## config.mk

```make
export PLATFORM = sky130hd
export DESIGN_NAME = frame_drawer
export DESIGN_NICKNAME = d
export VERILOG_FILES = /design/src/rtl/frame_drawer.sv
export SDC_FILE = /design/constraint.sdc
export NUM_CORES = 1
export LEC_CHECK = 0
export ABC_AREA = 0
export CAP_MARGIN = 10
export CELL_PAD_IN_SITES_DETAIL_PLACEMENT = 2
export CELL_PAD_IN_SITES_GLOBAL_PLACEMENT = 2
export CORE_AREA = 2 2 125 127
export DETAILED_ROUTE_END_ITERATION = 12
export DIE_AREA = 0 0 127 129
export PLACE_DENSITY = 0.76
export SLEW_MARGIN = 20
export SYNTH_ARGS = -nofsm -noshare
export SYNTH_HDL_FRONTEND = slang
export SYNTH_SLANG_ARGS = --single-unit
```

## constraint.sdc

```tcl
create_clock -name clk -period 2.9 [get_ports clk]
set_input_delay 0.725 -clock clk [delete_from_list [all_inputs] [get_ports clk]]
set_output_delay 0.725 -clock clk [all_outputs]
set_load 0.005 [all_outputs]
```

## src/rtl/frame_drawer.sv

```systemverilog
// frame_drawer: per-frame pixel streamer (erase old ball, four platforms, new ball) for a 160x120 VGA adapter
// Ports: clk, reset (async active-high); start requests a frame and latches prev_ball, curr_ball, color_ball,
// position_plats (7-bit row per platform) and color_plats (3-bit colour per platform).
// x/y/colour/plot stream one registered pixel per clock; busy is high while a frame is in flight; done pulses once at the end.
// Option: define FRAME_DRAWER_ERASE_SKIP_EN to skip the erase pass when the ball has not moved.
module frame_drawer #(
  parameter int BALL_X = 76,
  parameter int PLAT_X0 = 8,
  parameter int PLAT_PITCH = 40,
  parameter int PLAT_W = 16,
  parameter logic [2:0] BG_COLOUR = 3'b000
) (
  input  logic        clk,
  input  logic        reset,
  input  logic        start,
  input  logic [7:0]  prev_ball,
  input  logic [7:0]  curr_ball,
  input  logic [2:0]  color_ball,
  input  logic [27:0] position_plats,
  input  logic [11:0] color_plats,
  output logic [7:0]  x,
  output logic [6:0]  y,
  output logic [2:0]  colour,
  output logic        plot,
  output logic        busy,
  output logic        done
);
  typedef enum logic [2:0] {IDLE, ERASE, PLAT, BALL, DONE} state_t;
  state_t state_q;
  logic [7:0] prev_q, curr_q, x_q;
  logic [2:0] cball_q, colour_q, pc_d;
  logic [27:0] rows_q;
  logic [11:0] cols_q;
  logic [4:0] cnt_q;
  logic [1:0] idx_q;
  logic [6:0] y_q;
  logic plot_q, busy_q, done_q, draw_d, skip_d, last_d;
  logic [8:0] px_d, py_d;
`ifdef FRAME_DRAWER_ERASE_SKIP_EN
  assign skip_d = prev_ball == curr_ball;
`else
  assign skip_d = 1'b0;
`endif
  // Pixel coordinates are formed in 9 bits so off-screen ball rows can be detected before truncation.
  always_comb begin
    draw_d = state_q inside {ERASE, PLAT, BALL};
    last_d = cnt_q == 5'(PLAT_W - 1);
    px_d = state_q == PLAT ? 9'(PLAT_X0 + PLAT_PITCH * int'(idx_q) + int'(cnt_q))
                           : 9'(BALL_X + int'(cnt_q[1:0]));
    py_d = state_q == PLAT ? {2'b00, rows_q[7*idx_q +: 7]}
                           : {1'b0, state_q == ERASE ? prev_q : curr_q} + {7'd0, cnt_q[3:2]};
    pc_d = state_q == PLAT ? cols_q[3*idx_q +: 3] : state_q == ERASE ? BG_COLOUR : cball_q;
  end
  always_ff @(posedge clk or posedge reset) begin
    if (reset) begin
      state_q <= IDLE;
      prev_q <= '0;
      curr_q <= '0;
      cball_q <= '0;
      rows_q <= '0;
      cols_q <= '0;
      cnt_q <= '0;
      idx_q <= '0;
      x_q <= '0;
      y_q <= '0;
      colour_q <= '0;
      plot_q <= 1'b0;
      busy_q <= 1'b0;
      done_q <= 1'b0;
    end else begin
      x_q <= draw_d ? px_d[7:0] : 8'd0;
      y_q <= draw_d ? py_d[6:0] : 7'd0;
      colour_q <= draw_d ? pc_d : 3'd0;
      plot_q <= draw_d && py_d < 9'd120 && px_d < 9'd160;
      busy_q <= state_q != IDLE;
      done_q <= state_q == DONE;
      case (state_q)
        IDLE: if (start) begin
          prev_q <= prev_ball;
          curr_q <= curr_ball;
          cball_q <= color_ball;
          rows_q <= position_plats;
          cols_q <= color_plats;
          cnt_q <= '0;
          idx_q <= '0;
          state_q <= skip_d ? PLAT : ERASE;
        end
        ERASE, BALL: begin
          cnt_q <= cnt_q == 5'd15 ? 5'd0 : cnt_q + 5'd1;
          state_q <= cnt_q != 5'd15 ? state_q : state_q == ERASE ? PLAT : DONE;
        end
        PLAT: begin
          cnt_q <= last_d ? 5'd0 : cnt_q + 5'd1;
          idx_q <= idx_q + {1'b0, last_d};
          state_q <= last_d && idx_q == 2'd3 ? BALL : PLAT;
        end
        DONE: state_q <= IDLE;
        default: state_q <= IDLE;
      endcase
    end
  end
  assign x = x_q;
  assign y = y_q;
  assign colour = colour_q;
  assign plot = plot_q;
  assign busy = busy_q;
  assign done = done_q;
endmodule

```

==> results of run 1 <==
==> registers in the layout (all words and copies together), names as in the netlist <==
signal / count
cols_q: 12
rows_q: 28
y: 7
colour: 3
state_q: 3
busy: 1
curr_q: 8
x: 8
done: 1
prev_q: 8
cball_q: 3
idx_q: 2
plot: 1
cnt_q: 5
==> worst max-delay path: cells and delay by family (launching register included) <==
family / cells / cell delay (ns)
flops: 1 / 0.47
simple gates: 3 / 0.73
mux: 1 / 0.41
fa+ha+maj: 1 / 0.30
compound gates: 3 / 0.75
==> routing by layer <==
layer / up-vias / wire length (µm) / part of all wire / GRT usage
met4: 0 / 203 / 0.017 / 0.0530
met5: - / 0 / 0 / 0
li1: 1561 / - / - / -
met2: 62 / 6070 / 0.52 / 0.267
met3: 16 / 379 / 0.032 / 0.0283
met1: 1679 / 5070 / 0.43 / 0.190
==> worst paths after layout <==
path | cells past startpoint | slack, ns | from | end
max | 8 | 0.12 | state_q[1]$_DFFE_PP0P_ | plot$_DFF_PP0_
min | 2 | 0.47 | cols_q[10]$_DFFE_PP0P_ | cols_q[10]$_DFFE_PP0P_
max reg2reg | 8 | 0.12 | state_q[1]$_DFFE_PP0P_ | plot$_DFF_PP0_
min reg2reg | 2 | 0.47 | cols_q[10]$_DFFE_PP0P_ | cols_q[10]$_DFFE_PP0P_
max in group asynchronous | 3 | 1.60 | reset | rows_q[11]$_DFFE_PP0P_
min in group asynchronous | 3 | 0.80 | reset | x[0]$_DFF_PP0_
==> per-stage QoR <==
| stage | hold slack, ns | instance area (µm²) | instances | total power [µW] |
|---|---|---|---|---|
| after global placement | 0.455 | 5200 | 691 | 3990 |
| after detailed placement | 0.463 | 5200 | 691 | 4150 |
| final | 0.473 | 5500 | 709 | 5270 |
| after floorplan | 0.438 | 4140 | 432 | 3330 |
| after CTS | 0.478 | 5480 | 707 | 5320 |
| after global routing | 0.513 | 5500 | 709 | 5690 |
==> kinds of logic after synthesis <==
| group | synth area share |
|---|---|
| multiplexers | 0.0787 |
| adder cells (fa/ha/maj) | 0.0339 |
| flip-flops | 0.545 |
| XOR/XNOR | 0.0170 |
| AND/OR/NAND/NOR | 0.242 |
| buffers and inverters | 0.0291 |
| AO/OA/AOI/OAI | 0.0539 |
==> power breakdown <==
group          switching [µW]  internal, µW  total (µW)
Combinational            1080           957        2040
Clock                     472           649        1120
Sequential                335          1780        2110
==> cell type report <==
class | count | share of cell area
Multi-Input combinational cell | 313 | 0.321
Tap cell | 188 | 0.0428
Sequential cell | 90 | 0.410
Timing Repair Buffer | 95 | 0.169
Clock inverter | 2 | 0.00182
Clock buffer | 14 | 0.0498
Inverter | 7 | 0.00546
==> cells in the final DEF, fill, tap and decap left out, drive strengths merged, types with 2 or more instances in the layout <==
cell           count
mux2               2
and2               8
or2                2
xnor2              5
dfrtp             90
xor2               3
buf               13
o21ai              5
nor2              23
a22oi              3
a31oi              3
inv                6
clkbuf            14
mux2i             10
nand4              3
nand2b             2
a211oi             2
a21oi             11
ha                 8
nand2            194
mux4               9
or3                2
clkinv             2
fa                 2
clkdlybuf4s50     82
nand3              2
==> repair_timing <==
action / in CTS / in global routing
buffers inserted: 0 / 2
gates resized for setup: 0 / 1
setup endpoints to repair: 0 / 2
==> results.md, run 1 <==
- Most numerous cell in the Yosys netlist: nand2_1
- # fillers: 1,644
- Initial Util: 0.276
- Yosys reg bits: 90
- CTS tree: done
- Max incr delay on CP: 0.47 ns
- P&R area growth vs syn: 33.1%
- Storage element area: 0.00225 mm²
- Number of remaining DRC errors: 0
- Core Box Area: 0.0150 mm²
- Final slew viol count: 0
- Clock skew: 0.00627 ns
- Multi-input gate area: 0.00177 mm²
- WL per Instance: 16.5 µm
- Syn_nets: 504
- Number of antenna-violating nets in the routed design: 0
- Worst hold-check path type: reg -> reg
- Clock-pin slew on the worst setup and hold paths: 0.06 ns
- Slew @ Worst Pin: 0.598 ns
- Slowest CP cell: dfrtp_1
- GPL Wtd Cong: 0.905
- Asr flop ratio synth: 1.00
- Mapped Avg Cell Area: 9.56 µm²
- Seq/Total Area, Yosys: 0.545
- Die W: 127 µm
- Cell taking the most area after synthesis: dfrtp_1
- DR vias: 3,318
- Final setup fails: 0
- Die Y: 129 µm
- Ys Warns: 0
- Worst slack, placed: 0.0326 ns
- Largest cells by area after synthesis: dfrtp_1 (55%), nand2_1 (18%), mux4_2 (4.9%)
- Synth Flop Type: dfrtp_1
- RSZ-0062 raised after global routing: no
- Cell repeated most along the worst path: a31oi_1
- Critical path class: reg -> reg
- Layout cells sized above 1: 0.0883
- Final Hold Violating Endpoints: 0
- Post-Route WL: 11,700 µm
- Via count of the first global-routing pass: 3,746
- Static Leak: 0.00260 µW
- Final period utilization: 0.960
- Final HPWL DP: 8680 µm
- Critical path launch point type: register
- Status: complete, no violations
- Synth top area share: 0.545
- Post-synth EDFFs: 0
- H-tree depth: 3
- Syn Std Cell Area: 0.00413 mm²
- Slew margin rel.: 0.600
- # clock sinks: 90
- CP required: 3.11 ns
- Hold buffers post-CTS: 0
- Iteration-0 DRC Markers: 128
- Yosys cell types: 42
- Largest net degree at the start of global routing: 91
- Worst setup EP type: register
- GRT overflow: 0
- Fin util: 0.367
- Diodes inserted: 0
- Final Critical Period: 2.78 ns
- Total GRT Usage: 0.153
- Std cell rows: 45
- Initial antenna violation count: 0
- Fmax: 359 MHz
- First-pass detailed-route iteration total: 4
- Worst skew pair latency: 0.34 ns
- Cells along the critical path: nor3b_4 -> mux2_2 -> ha_1 -> a21oi_1 -> nor2_1 -> or3_1 -> a31oi_1 -> a31oi_1
- First-pass GRT wire length: 19,300 µm
- PortBufs: 82
- I/O pins: 83
- Setup TNS: 0 ns
- Final worst-path setup slack: 0.115 ns
- # Max-Cap Violations: 0
- Vias/cell: 4.68
- Cells after synthesis: 432
- Crit Path Max Fanout: 7
- Total CTS buffers: 9
- Final net count: 588
- Post-synth top cells: nand2_1 (194), dfrtp_1 (90), nor2_1 (23)
- Die area: 0.0164 mm²
- CTS Root Cell: clkbuf_16
- Worst EP arrival: 2.99 ns
- Clock Path Buffers: 2
- Power Dens Cells: 958 mW/mm²
- Peak VDD IR: 0.398 mV
(Power assumes the default switching activity.)
==> run 2: changes to the inputs <==
--- a/config.mk
+++ b/config.mk
@@ -7,11 +7,10 @@
 export LEC_CHECK = 0
 export ABC_AREA = 0
 export CAP_MARGIN = 10
-export CELL_PAD_IN_SITES_DETAIL_PLACEMENT = 2
-export CELL_PAD_IN_SITES_GLOBAL_PLACEMENT = 2
-export CORE_AREA = 2 2 125 127
+export CORE_AREA = 2 2 98 100
+export CTS_CLUSTER_DIAMETER = 50
 export DETAILED_ROUTE_END_ITERATION = 12
-export DIE_AREA = 0 0 127 129
+export DIE_AREA = 0 0 100 102
 export PLACE_DENSITY = 0.76
 export SLEW_MARGIN = 20
 export SYNTH_ARGS = -nofsm -noshare
==> results.md, run 2 (synthesis results as in run 1) <==
- Final net count: 585 (was 588)
- Final Critical Period: 2.72 ns (was 2.78 ns)
- Worst EP arrival: 2.99 ns (about the same)
- Via count of the first global-routing pass: 3,210 (was 3,746)
- Final setup fails: 0 (unchanged)
- P&R area growth vs syn: 29.7% (was 33.1%)
- Final Hold Violating Endpoints: 0 (unchanged)
- Die area: 0.0102 mm² (was 0.0164 mm²)
- Power Dens Cells: 954 mW/mm² (was 958 mW/mm²)
- # clock sinks: 90 (unchanged)
- WL per Instance: 14.4 µm (was 16.5 µm)
- Clock skew: 0.00891 ns (was 0.00627 ns)
- Core Box Area: 0.00911 mm² (was 0.0150 mm²)
- Iteration-0 DRC Markers: 195 (was 128)
- Diodes inserted: 0 (unchanged)
- I/O pins: 83 (unchanged)
- Static Leak: 0.00258 µW (was 0.00260 µW)
- Critical path launch point type: register (unchanged)
- # Max-Cap Violations: 0 (unchanged)
- Number of remaining DRC errors: 0 (unchanged)
- Final period utilization: 0.936 (was 0.960)
- Worst hold-check path type: reg -> reg (unchanged)
- RSZ-0062 raised after global routing: no (unchanged)
- Clock Path Buffers: 2 (unchanged)
- Largest regs: rows_q: 28 flops, cols_q: 12 flops (unchanged)
- Final worst-path setup slack: 0.185 ns (was 0.115 ns)
- Initial Util: 0.454 (was 0.276)
- Hold buffers post-CTS: 0 (unchanged)
- Number of flip-flops under the largest register name: 28 (unchanged)
- Fmax: 368 MHz (was 359 MHz)
- CP required: 3.17 ns (was 3.11 ns)
- Cts repair resizes: 0 (unchanged)
- GPL Wtd Cong: 0.912 (was 0.905)
- H-tree depth: 3 (unchanged)
- Storage element area: 0.00225 mm² (unchanged)
- Setup repair bufs after CTS: 0 (unchanged)
- Total CTS buffers: 9 (unchanged)
- Crit Path Max Fanout: 7 (unchanged)
- DR vias: 3,212 (was 3,318)
- Die Y: 102 µm (was 129 µm)
- Worst slack, placed: 0.218 ns (was 0.0326 ns)
- CTS Root Cell: clkbuf_8 (was clkbuf_16)
- First-pass detailed-route iteration total: 5 (was 4)
- Post-Route WL: 9070 µm (was 11,700 µm)
- PortBufs: 82 (unchanged)
- Largest net degree at the start of global routing: 91 (unchanged)
- Setup TNS: 0 ns (unchanged)
- GRT overflow: 0 (unchanged)
- Multi-input gate area: 0.00176 mm² (was 0.00177 mm²)
- Die W: 100 µm (was 127 µm)
- Hold slack: 0.477 ns (was 0.473 ns)
- CTS tree: done (unchanged)
- Slew margin rel.: 0.552 (was 0.600)
- Final HPWL DP: 6500 µm (was 8680 µm)
- Vias/cell: 5.11 (was 4.68)
- Status: complete, no violations (unchanged)
- Layout cells sized above 1: 0.0830 (was 0.0883)
- Initial antenna violation count: 0 (unchanged)
- Most frequent cells in the layout: nand2_1 (193), dfrtp_1 (90), clkdlybuf4s50_1 (82), nor2_1 (23), a21oi_1 (11) (was nand2_1 (193), dfrtp_1 (90), clkdlybuf4s50_1 (82), nor2_1 (23), buf_4 (12))
- Peak VDD IR: 0.383 mV (was 0.398 mV)
- # fillers: 787 (was 1,644)
- Most common cell after layout, fill and taps aside: nand2_1 (unchanged)
- Clock-pin slew on the worst setup and hold paths: 0.08 ns (was 0.06 ns)
- Critical path class: reg -> reg (unchanged)
- Number of antenna-violating nets in the routed design: 0 (unchanged)
- Worst skew pair latency: 0.36 ns (was 0.34 ns)
- Slew @ Worst Pin: 0.670 ns (was 0.598 ns)
- First-pass GRT wire length: 14,900 µm (was 19,300 µm)
- Std cell rows: 35 (was 45)
- Final slew viol count: 0 (unchanged)
- Total GRT Usage: 0.187 (was 0.153)
- Worst setup EP type: register (unchanged)
- Largest reg by FF count: rows_q (unchanged)
run 2: cell types whose count changed in the layout (fill, tap and decap cells not counted):
cell,before,now
fa_1,1,2
fa_2,1,0
buf_4,12,9
clkbuf_1,2,1
clkbuf_8,3,10
clkbuf_16,9,0
clkinv_2,2,1
bufinv_16,0,4
run 2: through the flow:
| step | instances | util | cell area, µm² | total power, µW |
|---|---|---|---|---|
| after floorplan | 432 | - | 4140 | 3330 |
| after global placement | 613 | 0.559 | 5090 | 3910 |
| after detailed placement | 613 | 0.559 | 5090 | 4010 |
| after CTS | 629 | 0.588 | 5360 | 5140 |
| after global routing | 629 | 0.588 | 5360 | 5490 |
| final | 629 | 0.588 | 5360 | 5110 |
run 2: power breakdown:
part           total [µW]  internal (µW)  switching, µW  leakage [µW]
registers            2090           1770            320       0.00113
logic                1900            922            982       0.00132
clock network        1110            682            432      0.000134
run 2: routing by layer:
layer | share of wire | vias to the layer above | GRT usage
li1 | - | 1563 | -
met2 | 0.48 | 84 | 0.310
met4 | 0.015 | 0 | 0.0727
met1 | 0.45 | 1553 | 0.252
met3 | 0.054 | 12 | 0.0294
met5 | 0 | - | 0
run 2: path summary, 6_finish.rpt:
check,slack (ns),startpoint,to,cells past startpoint
worst max-delay path,0.18,state_q[1]$_DFFE_PP0P_,plot$_DFF_PP0_,9
worst min-delay path,0.48,rows_q[2]$_DFFE_PP0P_,rows_q[2]$_DFFE_PP0P_,2
worst max register to register,0.18,state_q[1]$_DFFE_PP0P_,plot$_DFF_PP0_,9
worst min register to register,0.48,rows_q[2]$_DFFE_PP0P_,rows_q[2]$_DFFE_PP0P_,2
max in group asynchronous,1.71,reset,prev_q[7]$_DFFE_PP0P_,3
min in group asynchronous,0.86,reset,x[0]$_DFF_PP0_,3
run 2: layout make-up:
cell class              count  share of cell area
flip-flops and latches     90               0.420
multi-input cells         313               0.329
repair buffers             92               0.170
clock buffers              11              0.0264
well taps                 111              0.0259
clock inverters             5              0.0233
inverters                   7             0.00560
run 2: worst max-delay path, cell delays in order (launching register included):
cell and delay (ns):
dfrtp_1 0.47, nor3b_4 0.30, mux2_2 0.37, ha_1 0.22
fa_1 0.48, nand2_1 0.12, o22ai_1 0.09, xnor2_1 0.15
a32o_1 0.28, a31oi_1 0.16
==> run 3: changes to the inputs <==
--- a/config.mk
+++ b/config.mk
@@ -8,6 +8,7 @@
 export ABC_AREA = 0
 export CAP_MARGIN = 10
 export CORE_AREA = 2 2 98 100
+export CTS_BUF_LIST = sky130_fd_sc_hd__clkbuf_4 sky130_fd_sc_hd__clkbuf_8 sky130_fd_sc_hd__clkbuf_16
 export CTS_CLUSTER_DIAMETER = 50
 export DETAILED_ROUTE_END_ITERATION = 12
 export DIE_AREA = 0 0 100 102
==> results.md, run 3 (synthesis results as in run 1) <==
- Largest reg by FF count: rows_q (unchanged)
- Most frequent cells in the layout: nand2_1 (193), dfrtp_1 (90), clkdlybuf4s50_1 (82), nor2_1 (23), a21oi_1 (11) (unchanged)
- P&R area growth vs syn: 29.8% (was 29.7%)
- Core Box Area: 0.00911 mm² (unchanged)
- Fmax: 367 MHz (was 368 MHz)
- First-pass detailed-route iteration total: 4 (was 5)
- Final Hold Violating Endpoints: 0 (unchanged)
- Pint: 3390 µW (was 3380 µW)
- Storage element area: 0.00225 mm² (unchanged)
- Worst skew pair latency: 0.35 ns (was 0.36 ns)
- Final HPWL DP: 6500 µm (unchanged)
- Worst slack, placed: 0.218 ns (unchanged)
- Clock skew: 0.00990 ns (was 0.00891 ns)
- Initial Util: 0.454 (unchanged)
- Worst EP arrival: 2.99 ns (about the same)
- Placed cell area: 0.00509 mm² (unchanged)
- DP Cell Count: 613 (unchanged)
- I/O pins: 83 (unchanged)
- Layout cells sized above 1: 0.0849 (was 0.0830)
- DR vias: 3,203 (was 3,212)
- Number of remaining DRC errors: 0 (unchanged)
- Largest regs: rows_q: 28 flops, cols_q: 12 flops (unchanged)
- Net Sw Frac: 0.339 (about the same)
- CP required: 3.17 ns (about the same)
- Clock-pin slew on the worst setup and hold paths: 0.08 ns (about the same)
- Worst setup EP type: register (unchanged)
- Sequential share of power: 0.408 (was 0.409)
- Power Dens Cells: 956 mW/mm² (was 954 mW/mm²)
- Crit Path Max Fanout: 7 (unchanged)
- Final worst-path setup slack: 0.179 ns (was 0.185 ns)
- WL per Instance: 14.5 µm (was 14.4 µm)
- Status: complete, no violations (unchanged)
- Multi-input gate area: 0.00176 mm² (unchanged)
- CTS Root Cell: clkbuf_8 (unchanged)
- Setup repair bufs after CTS: 0 (unchanged)
- CTS tree: done (unchanged)
- Final std cells w/o fill: 629 (unchanged)
- Std cell rows: 35 (unchanged)
- Setup TNS: 0 ns (unchanged)
- First-pass GRT wire length: 14,900 µm (about the same)
- Die area: 0.0102 mm² (unchanged)
- Final period utilization: 0.938 (was 0.936)
- Final Critical Period: 2.72 ns (about the same)
- H-tree depth: 3 (unchanged)
- Initial antenna violation count: 0 (unchanged)
- Diodes inserted: 0 (unchanged)
- GPL Wtd Cong: 0.912 (unchanged)
- Final slew viol count: 0 (unchanged)
- Total CTS buffers: 9 (unchanged)
- Clk pwr share: 0.219 (was 0.218)
- Hold buffers post-CTS: 0 (unchanged)
- Critical path class: reg -> reg (unchanged)
- Slew @ Worst Pin: 0.666 ns (was 0.670 ns)
- Post-route cell area: 0.00536 mm² (about the same)
- Peak VDD IR: 0.383 mV (about the same)
- Number of flip-flops under the largest register name: 28 (unchanged)
- PortBufs: 82 (unchanged)
- Die W: 100 µm (unchanged)
- Critical path launch point type: register (unchanged)
- Final setup fails: 0 (unchanged)
- Total GRT Usage: 0.188 (was 0.187)
- RSZ-0062 raised after global routing: no (unchanged)
- # fillers: 785 (was 787)
- P_sw: 1740 µW (was 1730 µW)
- Vias/cell: 5.09 (was 5.11)
- Logic pwr share: 0.373 (about the same)
- Number of antenna-violating nets in the routed design: 0 (unchanged)
- Post-Route WL: 9120 µm (was 9070 µm)
- Final net count: 585 (unchanged)
- Worst hold-check path type: reg -> reg (unchanged)
- GRT overflow: 0 (unchanged)
- Clock Path Buffers: 2 (unchanged)
- Largest net degree at the start of global routing: 91 (unchanged)
- Via count of the first global-routing pass: 3,210 (unchanged)
- Static Leak: 0.00258 µW (about the same)
- Cts repair resizes: 0 (unchanged)
- Die Y: 102 µm (unchanged)
- # clock sinks: 90 (unchanged)
- Slew margin rel.: 0.555 (was 0.552)
- Iteration-0 DRC Markers: 168 (was 195)
- # Max-Cap Violations: 0 (unchanged)
- Most common cell after layout, fill and taps aside: nand2_1 (unchanged)
-- run 3: path summary, 6_finish.rpt --
path | start | end | slack [ns] | depth (start not counted)
setup / recovery | state_q[1]$_DFFE_PP0P_ | plot$_DFF_PP0_ | 0.18 | 9
hold / removal | rows_q[2]$_DFFE_PP0P_ | rows_q[2]$_DFFE_PP0P_ | 0.48 | 2
setup reg to reg | state_q[1]$_DFFE_PP0P_ | plot$_DFF_PP0_ | 0.18 | 9
hold reg to reg | rows_q[2]$_DFFE_PP0P_ | rows_q[2]$_DFFE_PP0P_ | 0.48 | 2
max in group asynchronous | reset | cnt_q[3]$_DFFE_PP0P_ | 1.67 | 3
min in group asynchronous | reset | rows_q[19]$_DFFE_PP0P_ | 0.85 | 3
-- run 3: layout make-up --
cell class | instances | share of cell area
multi-input combinational | 313 | 0.329
sequential | 90 | 0.420
tap | 111 | 0.0259
timing repair buffer | 92 | 0.169
clock buffer | 11 | 0.0271
clock inverter | 5 | 0.0233
inverter | 7 | 0.00560
-- run 3: power groups by stage --
| stage | Sequential [µW] | Combinational [µW] | Clock [µW] |
|---|---|---|---|
| final | 2090 | 1910 | 1120 |
| after global routing | 2150 | 2150 | 1200 |
| after CTS | 2090 | 1920 | 1140 |
| after detailed placement | 2110 | 1900 | 0 |
| after global placement | 2090 | 1830 | 0 |
| after floorplan | 2030 | 1300 | 0 |
-- run 3: critical path: stages, from the launching register on --
cell and delay [ns]:
dfrtp_1 0.47, nor3b_4 0.30, mux2_2 0.37, ha_1 0.22
fa_1 0.48, nand2_1 0.13, o22ai_1 0.10, xnor2_1 0.15
a32o_1 0.28, a31oi_1 0.16
-- run 3: layer usage --
metal / global-route usage / wire length [µm]
met5: 0 / 0
met4: 0.0727 / 148
met1: 0.252 / 4060
met3: 0.0294 / 518
met2: 0.311 / 4390
-- run 3: through the flow --
| step | power (µW) | util | hold WS [ns] |
|---|---|---|---|
| 4_1_cts | 5150 | 0.589 | 0.482 |
| 3_3_place_gp | 3910 | 0.559 | 0.449 |
| 3_5_place_dp | 4010 | 0.559 | 0.462 |
| 2_1_floorplan | 3330 | - | 0.438 |
| 5_1_grt | 5500 | 0.589 | 0.506 |
| 6_report | 5120 | 0.589 | 0.477 |
